**src/rtl/bit_serial_sub_ctrl.sv**
```systemverilog
// Bit-serial subtractor: one full-subtractor cell time-shared over WIDTH bits, LSB first.
// Each operation takes WIDTH RUN cycles, then one DONE cycle that can accept the next start.
module bit_serial_sub_ctrl #(
    parameter int unsigned WIDTH = 8
) (
    input  logic             clk,
    input  logic             rst,
    input  logic             start,
    input  logic [WIDTH-1:0] a,
    input  logic [WIDTH-1:0] b,
    input  logic             bin,
    output logic             busy,
    output logic             done,
    output logic [WIDTH-1:0] diff,
    output logic             borrow_out
);

    localparam int unsigned      CNT_W = (WIDTH > 1) ? $clog2(WIDTH) : 1;
    localparam logic [CNT_W-1:0] LAST  = CNT_W'(WIDTH - 1);

    typedef enum logic [1:0] {
        IDLE = 2'd0,
        RUN  = 2'd1,
        DONE = 2'd2
    } state_t;

    state_t           state_q, state_d;
    logic [WIDTH-1:0] a_sh_q, a_sh_d;
    logic [WIDTH-1:0] b_sh_q, b_sh_d;
    logic [WIDTH-1:0] res_q, res_d;
    logic             br_q, br_d;
    logic [CNT_W-1:0] cnt_q, cnt_d;
    logic [WIDTH-1:0] diff_q, diff_d;
    logic             borrow_out_q, borrow_out_d;

    logic             cell_x, cell_y, cell_d, cell_bout;
    logic [WIDTH-1:0] res_next;

    // The single shared full-subtractor cell
    always_comb begin
        cell_x    = a_sh_q[0];
        cell_y    = b_sh_q[0];
        cell_d    = cell_x ^ cell_y ^ br_q;
        cell_bout = (~cell_x & cell_y) | (~cell_x & br_q) | (cell_y & br_q);
        res_next  = {cell_d, res_q[WIDTH-1:1]};
    end

    always_comb begin
        state_d      = state_q;
        a_sh_d       = a_sh_q;
        b_sh_d       = b_sh_q;
        res_d        = res_q;
        br_d         = br_q;
        cnt_d        = cnt_q;
        diff_d       = diff_q;
        borrow_out_d = borrow_out_q;
        case (state_q)
            IDLE, DONE: begin
                if (start) begin
                    state_d = RUN;
                    a_sh_d  = a;
                    b_sh_d  = b;
                    br_d    = bin;
                    res_d   = '0;
                    cnt_d   = '0;
                end else if (state_q == DONE) begin
                    state_d = IDLE;
                end
            end
            RUN: begin
                a_sh_d = a_sh_q >> 1;
                b_sh_d = b_sh_q >> 1;
                res_d  = res_next;
                br_d   = cell_bout;
                cnt_d  = cnt_q + CNT_W'(1);
                // Visible result only changes on the edge that completes the last bit
                if (cnt_q == LAST) begin
                    state_d      = DONE;
                    diff_d       = res_next;
                    borrow_out_d = cell_bout;
                end
            end
            default: state_d = IDLE;
        endcase
    end

    always_ff @(posedge clk) begin
        if (rst) begin
            state_q      <= IDLE;
            a_sh_q       <= '0;
            b_sh_q       <= '0;
            res_q        <= '0;
            br_q         <= 1'b0;
            cnt_q        <= '0;
            diff_q       <= '0;
            borrow_out_q <= 1'b0;
        end else begin
            state_q      <= state_d;
            a_sh_q       <= a_sh_d;
            b_sh_q       <= b_sh_d;
            res_q        <= res_d;
            br_q         <= br_d;
            cnt_q        <= cnt_d;
            diff_q       <= diff_d;
            borrow_out_q <= borrow_out_d;
        end
    end

    always_comb begin
        busy       = (state_q == RUN);
        done       = (state_q == DONE);
        diff       = diff_q;
        borrow_out = borrow_out_q;
    end

endmodule

```
**config.mk**
```make
export PLATFORM = sky130hd
export DESIGN_NAME = bit_serial_sub_ctrl
export DESIGN_NICKNAME = d
export VERILOG_FILES = /design/src/rtl/bit_serial_sub_ctrl.sv
export SDC_FILE = /design/constraint.sdc
export NUM_CORES = 1
export LEC_CHECK = 0
export CORE_MARGIN = 5
export CORE_UTILIZATION = 45
export DETAILED_ROUTE_END_ITERATION = 10
export PLACE_DENSITY_LB_ADDON = 0.2
export SLEW_MARGIN = 20
export SYNTH_ARGS = -nofsm -noshare
export SYNTH_HDL_FRONTEND = slang
export SYNTH_SLANG_ARGS = --single-unit
```
**constraint.sdc**
```tcl
create_clock -name clk -period 3.8 [get_ports clk]
set_input_delay 0.76 -clock clk [delete_from_list [all_inputs] [get_ports clk]]
set_output_delay 0.76 -clock clk [all_outputs]
set_load 0.03 [all_outputs]
```
==> run_results.csv <==
group,metric,value,unit
die,fp.dieW,69.2,um
drt,first_iter_violations,72,
cts,cts.path.max_buffers,2,
min_path,hp-class,"flip-flop to flip-flop",
drt,wl_met1,1350,um
drt,highest_layer,"met4",
logic_synthesis,avgSynthCellArea,8.30,um^2
worst_setup_path,crit_required,3.04,ns
placement,gp_congestion,0.767,
drt,viasPerCell,5.10,
timing,tns,0,ns
cts,cts_setup_buffers,0,
timing,worstMarginPinSlew,0.995,ns
cells_and_area,drive_gt1_frac,0.0607,
cts,ctsResizeCount,0,
worst_setup_path,r2r_slack,2.08,ns
timing,slew_headroom,0.335,
cts,cts_tree,"built",
die,dieHeight,69.2,um
die,die_area,4790,um^2
global_routing,grt_overflow,0,
worst_setup_path,r2r_cells,3,
drt,drc_errors,0,
global_routing,grt_pass1_vias,1206,
cts,cts.reportedPaths.clkPinSlew,0.11,ns
timing,setup_viol,0,
placement,dp_cells,252,
logic_synthesis,syn_nets,213,
die,start_util,0.469,
worst_setup_path,cp_slowest_cell,"clkdlybuf4s50_1",
cts,cts_buffers,5,
placement,place_hpwl,2090,um
global_routing,antenna_found_initial,0,
cells_and_area,instances_no_fill,260,
timing,fin_crit_sh,0.700,
cells_and_area,layout.nets,236,
cells_and_area,area_growth_syn_to_layout,20.9,%
power_and_ir_drop,ir_drop,0.184,mV
worst_setup_path,criticalPathCategory,"flip-flop to output port",
min_path,min_from,"diff[2]",
drt,dr_wl_met2,1440,um
drt,vias,1327,
worst_setup_path,cp-start-kind,"flip-flop",
logic_synthesis,ys_seq_area_frac,0.483,
logic_synthesis,postSynthCellCount,190,
drt,drt-wirelength-per-cell,11.6,um
logic_synthesis,yosys_warnings,0,
logic_synthesis,synthesis.area,1580,um^2
worst_setup_path,endpoint,"busy",
power_and_ir_drop,p_leak,0.675,nW
cts,clkSinkCount,38,
placement,io_buffers,30,
cells_and_area,n_antenna_cell,0,
worst_setup_path,reg2reg_from,"state_q[0]",
cts,cts_root_buf,"clkbuf_4",
worst_setup_path,crit_start,"state_q[0]",
worst_setup_path,cpPeakStageDelay,0.74,ns
logic_synthesis,synth_seq_cells,38,
drt,postRouteAntennaNets,0,
cts,htree_levels,2,
timing,fin_worst_skew,0.00502,ns
worst_setup_path,r2r_end,"a_sh_q[5]",
run,drv_cap,0,
die,fp.coreArea,3360,um^2
die,ioPinCount,31,
worst_setup_path,worstPathMaxFanout,21,
power_and_ir_drop,power.density_cell_area,390,nW/um^2
die,rows,21,
global_routing,grt_first_pass_wirelength,5220,um
timing,period_needed,2.66,ns
timing,drv_slew,0,
drt,met3_length,182,um
drt,wl,3020,um
global_routing,grt_max_degree,44,
worst_setup_path,cp_cell_sequence,"nand2b_1, inv_2, clkdlybuf4s50_1",
global_routing,grt_usage,0.132,
timing,max_freq,0.376,GHz
timing,hold_viol,0,
logic_synthesis,yosysUniqueCellTypes,22,
cells_and_area,fin_util,0.567,
status,status,"finished clean",
timing,fin_hold_ws,0.461,ns
worst_setup_path,endpoint_kind,"output port",
cts,ctsHoldBuffers,0,
worst_setup_path,arrival,1.90,ns
drt,dr.pass1.iters,4,
timing,grt_setup_unrepaired,"no",
cts,worst_skew_pair.late_latency,0.33,ns
cell usage in the layout, fill, tap and decap left out, drive strengths merged:
cell           instances
nand3b                 1
nand3                 20
nor2b                  2
clkinv                 1
clkdlybuf4s50         30
ha                     2
a21oi                 21
buf                    3
fa                     1
a311oi                16
inv                    2
nor2                  17
o21a                   1
nand2b                 4
dfxtp                 38
clkbuf                 7
nand2                 48
area by class of cell:
class,count,area [um^2]
Fill cell,340,1460
Sequential cell,38,761
Multi-Input combinational cell,133,697
Timing Repair Buffer,33,323
Tap cell,46,57.6
Clock buffer,7,55.1
Inverter,2,7.51
Clock inverter,1,5.00
metrics by stage:
step	total power, W	setup slack, ns	area (um^2)
global placement	0.000536	1.40	1850
floorplan	0.000513	2.23	1580
CTS	0.000756	1.12	1910
finish	0.000744	1.14	1910
detailed placement	0.000540	1.37	1850
global route	0.000784	1.01	1910
synthesized netlist by cell type, drive strengths merged:
master,n,area share
nand2,48,0.11
dfxtp,38,0.48
a21oi,21,0.069
nand3,20,0.063
nor2,17,0.040
a311oi,16,0.093
buf,13,0.061
clkbuf,4,0.0095
nand2b,4,0.016
ha,2,0.016
inv,2,0.0048
nor2b,2,0.0079
fa,1,0.013
nand3b,1,0.0048
o21a,1,0.0048
metal layers:
layer | global-route usage | up-vias
li1 | - | 695
met1 | 0.156 | 596
met2 | 0.212 | 31
met3 | 0.0594 | 5
met4 | 0.0456 | 0
met5 | 0 | -
worst min-delay path by stage:
stage	to	slack (ns)	cells after the start
2_1_floorplan	diff[0]	0.44	2
3_3_place_gp	diff[3]	0.44	2
3_5_place_dp	diff[2]	0.45	2
4_1_cts	diff[2]	0.47	2
5_1_grt	diff[2]	0.48	2
6_report	diff[2]	0.46	2
kinds of logic after synthesis:
| group | count (synthesis) | synth area share |
|---|---|---|
| adder cells (fa/ha/maj) | 3 | 0.0286 |
| AND/OR/NAND/NOR | 92 | 0.247 |
| buffers and inverters | 19 | 0.0754 |
| flip-flops | 38 | 0.483 |
| AO/OA/AOI/OAI | 38 | 0.167 |
power breakdown:
group | internal [W] | leakage (nW) | switching [W]
clock | 0.0000897 | 0.0353 | 0.000124
combinational | 0.0000446 | 0.330 | 0.0000553
sequential | 0.000418 | 0.310 | 0.0000114
total | 0.000553 | 0.675 | 0.000191
registers in the layout, summed over array words and instances (netlist names):
signal      cells
a_sh_q          8
res_q           7
b_sh_q          8
cnt_q           3
state_q         2
borrow_out      1
br_q            1
diff            8
critical path: cells and delay by family, from the launching register on:
family	cells	cell delay (ns)
AND/OR/NAND/NOR	1	0.11
buffers and inverters	2	1.02
flip-flops	1	0.43
Note: power is estimated with default switching activity, not from simulation.
